`config.mk`:
```
export PLATFORM = sky130hd
export DESIGN_NAME = controlador_entrada_saida
export DESIGN_NICKNAME = d
export VERILOG_FILES = /design/src/rtl/es_pkg.sv /design/src/rtl/debounce_botao.sv /design/src/rtl/controlador_entrada_saida.sv
export SDC_FILE = /design/constraint.sdc
export NUM_CORES = 1
export LEC_CHECK = 0
export ABC_AREA = 0
export CAP_MARGIN = 20
export CORE_MARGIN = 8
export CORE_UTILIZATION = 42
export CTS_CLUSTER_DIAMETER = 120
export CTS_CLUSTER_SIZE = 16
export DETAILED_ROUTE_END_ITERATION = 10
export PLACE_DENSITY = 0.77
export SYNTH_ARGS = -nofsm -noshare
export SYNTH_HDL_FRONTEND = slang
export SYNTH_HIERARCHICAL = 1
export SYNTH_SLANG_ARGS = --single-unit
export TNS_END_PERCENT = 100
```
`constraint.sdc`:
```
create_clock -name clock -period 2.7 [get_ports clock]
set_input_delay 0.675 -clock clock [delete_from_list [all_inputs] [get_ports clock]]
set_output_delay 0.675 -clock clock [all_outputs]
set_load 0.05 [all_outputs]
```
`src/rtl/es_pkg.sv`:
```
// Shared types for the I/O responder: FSM state encoding and the
// entradaSaidaControl operation codes driven by the control unit.
package es_pkg;

   typedef enum logic [1:0] {
      OCIOSO       = 2'b00,
      ESPERA_PRESS = 2'b01,
      ESPERA_SOLTA = 2'b10,
      LIBERA       = 2'b11
   } estado_t;

   typedef logic [1:0] es_codigo_t;

   // Code 2'b11 is reserved and decodes like ES_NENHUM.
   localparam es_codigo_t ES_NENHUM = 2'b00;
   localparam es_codigo_t ES_OUT    = 2'b01;
   localparam es_codigo_t ES_IN     = 2'b10;

endpackage

```
`src/rtl/debounce_botao.sv`:
```
// Confirm-button conditioner: two-flop synchronizer followed by a saturating
// stability counter; the level flips only after DEBOUNCE_CYCLES mismatching cycles.
module debounce_botao #(
   parameter int DEBOUNCE_CYCLES = 50000
) (
   input  logic clock,
   input  logic reset,
   input  logic bruto,
   output logic nivel,
   output logic subida,
   output logic descida
);

   localparam int CW = $clog2(DEBOUNCE_CYCLES + 1);
   localparam logic [CW-1:0] LIMITE = CW'(DEBOUNCE_CYCLES - 1);

   logic [1:0]    sinc;
   logic [CW-1:0] cont;
   logic          vira;

   // NOTE: sequential state uses <= so every flop samples pre-edge values.
   always_ff @(posedge clock or negedge reset) begin
      if (!reset) begin
         sinc <= '0;
      end else begin
         sinc <= {sinc[0], bruto};
      end
   end

   // Strobes are asserted during the cycle before the edge that flips nivel,
   // so consumers act on the same edge the stable level changes.
   assign vira    = (sinc[1] != nivel) && (cont == LIMITE);
   assign subida  = vira &  sinc[1];
   assign descida = vira & ~sinc[1];

   always_ff @(posedge clock or negedge reset) begin
      if (!reset) begin
         cont  <= '0;
         nivel <= 1'b0;
      end else if (sinc[1] == nivel) begin
         cont <= '0;
      end else if (vira) begin
         cont  <= '0;
         nivel <= sinc[1];
      end else if (cont != '1) begin
         cont <= cont + CW'(1);
      end
   end

endmodule

```
`src/rtl/controlador_entrada_saida.sv`:
```
// Far-end responder of the in/out/pause handshake: stalls the PC until the
// operator confirms, captures switches for `in`, and latches `out` operands.
module controlador_entrada_saida
   import es_pkg::*;
#(
   parameter int DATA_WIDTH      = 32,
   parameter int SW_WIDTH        = 16,
   parameter int DEBOUNCE_CYCLES = 50000
) (
   input  logic                  clock,
   input  logic                  reset,
   input  logic                  status,
   input  logic [1:0]            entradaSaidaControl,
   input  logic [DATA_WIDTH-1:0] dadoSaida,
   input  logic [SW_WIDTH-1:0]   switches,
   input  logic                  botaoConfirma,
   output logic [DATA_WIDTH-1:0] dadoEntrada,
   output logic [DATA_WIDTH-1:0] displayOut,
   output logic                  outValid,
   output logic                  liberaPC,
   output logic                  aguardando
);

   estado_t             estado, proximo;
   logic [SW_WIDTH-1:0] sw_meta, sw_sinc;
   logic                btn_estavel, btn_sobe, btn_desce;
   logic                soltou;
   logic                eh_entrada;
   logic                captura;

   debounce_botao #(
      .DEBOUNCE_CYCLES(DEBOUNCE_CYCLES)
   ) u_debounce (
      .clock   (clock),
      .reset   (reset),
      .bruto   (botaoConfirma),
      .nivel   (btn_estavel),
      .subida  (btn_sobe),
      .descida (btn_desce)
   );

   // soltou trails the fall strobe by one edge: LIBERA is entered one cycle
   // after btn_estavel has settled low.
   always_ff @(posedge clock or negedge reset) begin
      if (!reset) begin
         sw_meta <= '0;
         sw_sinc <= '0;
         soltou  <= 1'b0;
      end else begin
         sw_meta <= switches;
         sw_sinc <= sw_meta;
         soltou  <= btn_desce;
      end
   end

   always_ff @(posedge clock or negedge reset) begin
      if (!reset) begin
         estado     <= OCIOSO;
         eh_entrada <= 1'b0;
      end else begin
         estado <= proximo;
         if (estado == OCIOSO && status) begin
            eh_entrada <= (entradaSaidaControl == ES_IN);
         end
      end
   end

   // NOTE: defaults first keep this block latch-free on every path.
   always_comb begin
      proximo = estado;
      captura = 1'b0;
      case (estado)
         OCIOSO: begin
            if (status) proximo = ESPERA_PRESS;
         end
         ESPERA_PRESS: begin
            // Only a fresh rise counts, so a button held on entry never confirms.
            if (btn_sobe) begin
               proximo = ESPERA_SOLTA;
               captura = eh_entrada;
            end
         end
         ESPERA_SOLTA: begin
            if (soltou) proximo = LIBERA;
         end
         LIBERA: begin
            proximo = OCIOSO;
         end
         default: proximo = OCIOSO;
      endcase
   end

   always_ff @(posedge clock or negedge reset) begin
      if (!reset) begin
         dadoEntrada <= '0;
      end else if (captura) begin
         dadoEntrada <= DATA_WIDTH'(sw_sinc);
      end
   end

   // The display path ignores the FSM entirely.
   always_ff @(posedge clock or negedge reset) begin
      if (!reset) begin
         displayOut <= '0;
         outValid   <= 1'b0;
      end else begin
         outValid <= (entradaSaidaControl == ES_OUT);
         if (entradaSaidaControl == ES_OUT) begin
            displayOut <= dadoSaida;
         end
      end
   end

   assign liberaPC   = (estado == LIBERA);
   assign aguardando = (estado != OCIOSO);

endmodule

```
Word-level counts from Yosys, hierarchy flattened
Index checks and enable logic that the tools add are counted.
{ "word_totals": {"register_bits": 104, "output_inout_bits": 67, "elab_cells": 44, "input_bits": 54} }
{ "op_classes": {"eq_ne": 12, "bitwise_logic": 4, "reduce_logical": 7, "n_addsub": 1, "n_mux": 9} }
{ "op_table": {"columns": ["operator", "count"], "rows": [
  ["$mux W16", 3],
  ["$add A16 B1 Y16 const B", 1],
  ["$eq A16 B16 Y1 const B", 1],
  ["$ne A16 B16 Y1 const B", 1],
  ["$pmux W2 S4", 1],
  ["$eq A2 B2 Y1 const B", 3],
  ["$mux W2", 3],
  ["$ne A2 B2 Y1 const B", 3],
  ["$eq A2 B1 Y1 const B", 2],
  ["$reduce_and A3 Y1", 1],
  ["$reduce_bool A3 Y1", 1],
  ["$and A1 B1 Y1", 2],
  ["$logic_and A1 B1 Y1", 2],
  ["$logic_not A2 Y1", 1],
  ["$mux W1", 2],
  ["$not A1 Y1", 2],
  ["$reduce_and A2 Y1", 1],
  ["$reduce_bool A2 Y1", 1],
  ["$eq A1 B1 Y1", 1],
  ["$ne A1 B1 Y1", 1]
]} }

Depth between registers and ports, before layout
{ "depth": {"depth_word": 5, "ltp_mapped": 8, "ltp_nobuf": 8} }

Hierarchy
Netlist, hierarchy kept.
{ "by_module_without_submodules": {"columns": ["mod", "instances", "cells_each", "seq_area_each_um2", "area_per_inst_um2"], "rows": [
  ["controlador_entrada_saida", 1, 175, 2127.0, 2959.1],
  ["debounce_botao", 1, 111, 475.5, 1044.8]
]} }

Least setup slack after synthesis
Ideal clock, no wire load.
{ "synth_path": {"path_kind": "reg2reg", "start": "register u_debounce.cont[12]", "end": "register estado[1]", "required_time_ns": 2.573, "synth_period_minus_slack_ns": 2.849, "path_buffers": 0, "path_slack_ns": -0.149, "stages_incl_launch_ff": 8, "setup_ns": 0.127, "arrival_ns": 2.722, "cell_sequence": "dfrtp_1 > or4_1 > or4_4 > or2_4 > nor3b_1 > inv_1 > a222oi_1 > mux2_1"} }
{ "synth_between": {"elab_chain_cells": 5} }
{ "synth_rtl": {"columns": ["element", "line_no", "rtl"], "rows": [
  ["start: declaration", "debounce_botao.sv:18", "logic [CW-1:0] cont;"],
  ["start signal: assignment", "debounce_botao.sv:46", "cont <= cont + CW'(1);"],
  ["$eq A16 B16 Y1", "debounce_botao.sv:32", "assign vira = (sinc[1] != nivel) && (cont == LIMITE);"],
  ["$logic_and A1 B1 Y1", "debounce_botao.sv:32", null],
  ["$and A1 B1 Y1", "debounce_botao.sv:33", "assign subida = vira & sinc[1];"],
  ["named net btn_sobe", "controlador_entrada_saida.sv:26", "logic btn_estavel, btn_sobe, btn_desce;"],
  ["$ne A2 B2 Y1 (no source line)", null, null],
  ["$reduce_and A3 Y1 (no source line)", null, null],
  ["end signal: assignment", "controlador_entrada_saida.sv:61", "estado <= proximo;"],
  ["end: declaration", "controlador_entrada_saida.sv:24", "estado_t estado, proximo;"]
]} }
The timed path passes the listed nets, and every way through them passes these cells.
A chain may end at the register's enable or synchronous reset.

Worst setup path after layout
{ "layout_path": {"start": "register u_debounce.cont[13]", "end": "register estado[1]"} }
The elaborated chain is that of the path after synthesis.

==> impl_metrics.tcl <==
set metrics [dict create \
    cap_violations 0 \
    grt_pass1_wl_um 14500 \
    violations "negative setup slack" \
    dr.pass1.iters 4 \
    initial_utilization_pct 43.3 \
    slew_violations 0 \
    grt_overflow_total 0 \
    arrival_ns 2.99 \
    critPathLaunchType "flop" \
    clk_latency_ns 0.36 \
    wl_um 8960 \
    place_area_um2 5230 \
    leakage_nw 2.36 \
    critical_path_class "flop to flop" \
    status "complete, but fails checks" \
    cts_made_buffers 9 \
    finalSetupViolations 1 \
    peakVddDrop_v 0.000456 \
    diodes 0 \
    final_common_cell "dfrtp_1" \
    clk_pin_slew_worst_paths_ns 0.11 \
    viasPerCell 4.90 \
    synth.avg_cell_area_um2 14.0 \
    post_drt_wl_per_cell_um 16.6 \
    vias 2647 \
    syn_area_um2 4000 \
    grt_pass1_vias 2862 \
    ant_nets 0 \
    grt_util_all_layers_pct 14.2 \
    grt_start_max_net_pins 44 \
    yosysSeqAreaShare_pct 65.0 \
    cts.sinks 104 \
    drc 0 \
    cts_root_buf "clkbuf_8" \
    rsz0062_at_grt "true" \
    r2r-start "u_debounce/cont[13]" \
    clock_skew_ns 0.0129 \
    synth-seq-cells 104 \
    port-buffer-count 104 \
    drive_gt1_share_pct 21.4 \
    slew_headroom_pct 60.9 \
    ys_warn_count 6 \
    hold_viol_final 0 \
    period_share_pct 101 \
    max_freq_ghz 0.366 \
    antenna_found_initial 0 \
    stdcell_area_um2 5450 \
    cts_buffer_depth 2 \
    drtIter0Drc 208 \
    setup_slack_ns -0.0311 \
    cp_max_fo 3 \
    die-area_um2 12900 \
    num-nets-final 465 \
    rows 35 \
    syn_to_final_growth_pct 36.1 \
    gp_congestion 0.816 \
    worst_pin_slew_ns 0.587 \
    power_density_nw_per_um2 616 \
    yosysUniqueCellTypes 40 \
    ctsHtreeMaxLevel 3 \
    endpoint_kind "flop" \
    io-pin-count 121 \
    min_period_ns 2.73 \
    core_region_area_um2 9240 \
    post_cts_hold_buffer_count 0 \
    holdCritPathClass "primary input to asynchronous set/reset pin" \
    dp_slack_ns 0.00225 \
    die-height_um 114 \
    crit_required_ns 2.96 \
    cp-startpoint "u_debounce/cont[13]" \
    cts_tree "yes" \
    layout_common_cells "dfrtp_1, clkdlybuf4s50_1, mux2_2, conb_1, buf_4" \
    syn_inst 286 \
    die_w_um 114 \
    hpwl_um 6690 \
]
[path summary, 6_finish.rpt]
path	slack, ns	depth (start not counted)	endpoint
max in group asynchronous	1.67	2	displayOut[4]
min in group clock	0.36	0	sw_sinc[6]
worst max register to register	-0.03	7	estado[1]
worst min-delay path	0.28	1	sw_sinc[15]
worst max-delay path	-0.03	7	estado[1]
worst min register to register	0.36	0	sw_sinc[6]
[cells in the mapped netlist]
master / n / share of area, %
o211ai_1: 2 / 0.37
inv_1: 7 / 0.66
nand2b_1: 3 / 0.47
buf_1: 1 / 0.094
a21oi_1: 12 / 1.5
a211oi_1: 4 / 0.75
o31ai_1: 4 / 0.75
a21boi_0: 1 / 0.19
nor2b_1: 2 / 0.31
or4_4: 1 / 0.28
o21ai_2: 1 / 0.22
or3_1: 4 / 0.62
nand4_1: 4 / 0.62
or2_4: 1 / 0.22
mux2_4: 1 / 0.37
buf_4: 16 / 3.0
conb_1: 1 / 0.094
a41oi_1: 1 / 0.22
nor2_1: 5 / 0.47
dfrtp_1: 104 / 65
a31oi_1: 2 / 0.31
mux2_2: 48 / 14
or4_1: 4 / 0.75
nand2_1: 8 / 0.75
nor3b_1: 2 / 0.37
xor2_1: 1 / 0.22
clkbuf_1: 3 / 0.28
a311oi_1: 1 / 0.22
a222oi_1: 1 / 0.25
o21ai_0: 4 / 0.50
buf_2: 6 / 0.75
mux2_1: 1 / 0.28
ha_1: 5 / 1.6
nand3_2: 1 / 0.25
and4_1: 3 / 0.66
nor3_1: 7 / 0.87
and3_1: 2 / 0.31
nor4_1: 2 / 0.31
nand3_1: 7 / 0.87
mux2i_1: 3 / 0.75
[critical path: stages (launching register included)]
cell and delay, ns:
dfrtp_1 0.40, or4_1 0.50, or4_4 0.43, or2_4 0.26, nor3b_2 0.21, inv_1 0.07
a222oi_1 0.40, mux2_1 0.36
[stage by stage]
step                      utilization, %  setup TNS [ns]  hold WS (ns)  total power [mW]  cells
final                               59.0         -0.0311         0.279              3.35    540
after detailed placement            56.6               0         0.336              2.42    523
after global routing                59.0          -0.224         0.306              3.50    540
after CTS                           58.8         -0.0151         0.284              3.41    539
after floorplan                        -         -0.0386         0.331              2.14    301
after global placement              56.6               0         0.333              2.41    523
[power breakdown]
group	switching (mW)	internal [mW]	leakage [nW]
registers	0.0483	1.66	1.29
clock network	0.596	0.373	0.105
logic	0.426	0.254	0.959
[flip-flops by register name (all words and copies together) (netlist names)]
register and cells:
u_debounce/cont 16, outValid 1, displayOut 32, estado 2
soltou 1, eh_entrada 1, sw_sinc 16, sw_meta 16
u_debounce/sinc 2, u_debounce/nivel 1, dadoEntrada 16
[metal layers]
| metal | GRT usage [%] | up-vias | share of wire, % |
|---|---|---|---|
| met3 | 6.44 | 8 | 9.0 |
| met2 | 24.6 | 90 | 52 |
| met5 | 0 | - | 0 |
| met4 | 3.55 | 0 | 1.1 |
| met1 | 15.5 | 1324 | 38 |
| li1 | - | 1225 | - |
[final cells by class]
class,instances,area (um^2)
Fill cell,769,3790
Timing Repair Buffer,120,1170
Clock inverter,7,86.3
Clock buffer,9,124
Sequential cell,104,2600
Tap cell,129,161
Inverter,7,26.3
Multi-Input combinational cell,164,1270
[cells by family after synthesis]
family / synth area share [%]
flops: 65.0
simple gates: 8.16
mux: 14.9
compound gates: 5.28
buf+inv: 4.78
fa+ha+maj: 1.56
other cells: 0.0937
xor+xnor: 0.219
[timing repair]
| item | in CTS | in global routing |
|---|---|---|
| resized for setup | 0 | 1 |
| cloned | 0 | 0 |
| endpoints found under the setup margin | 1 | 3 |
| buffers inserted | 0 | 1 |
Note: power is estimated with default switching activity, not from simulation.
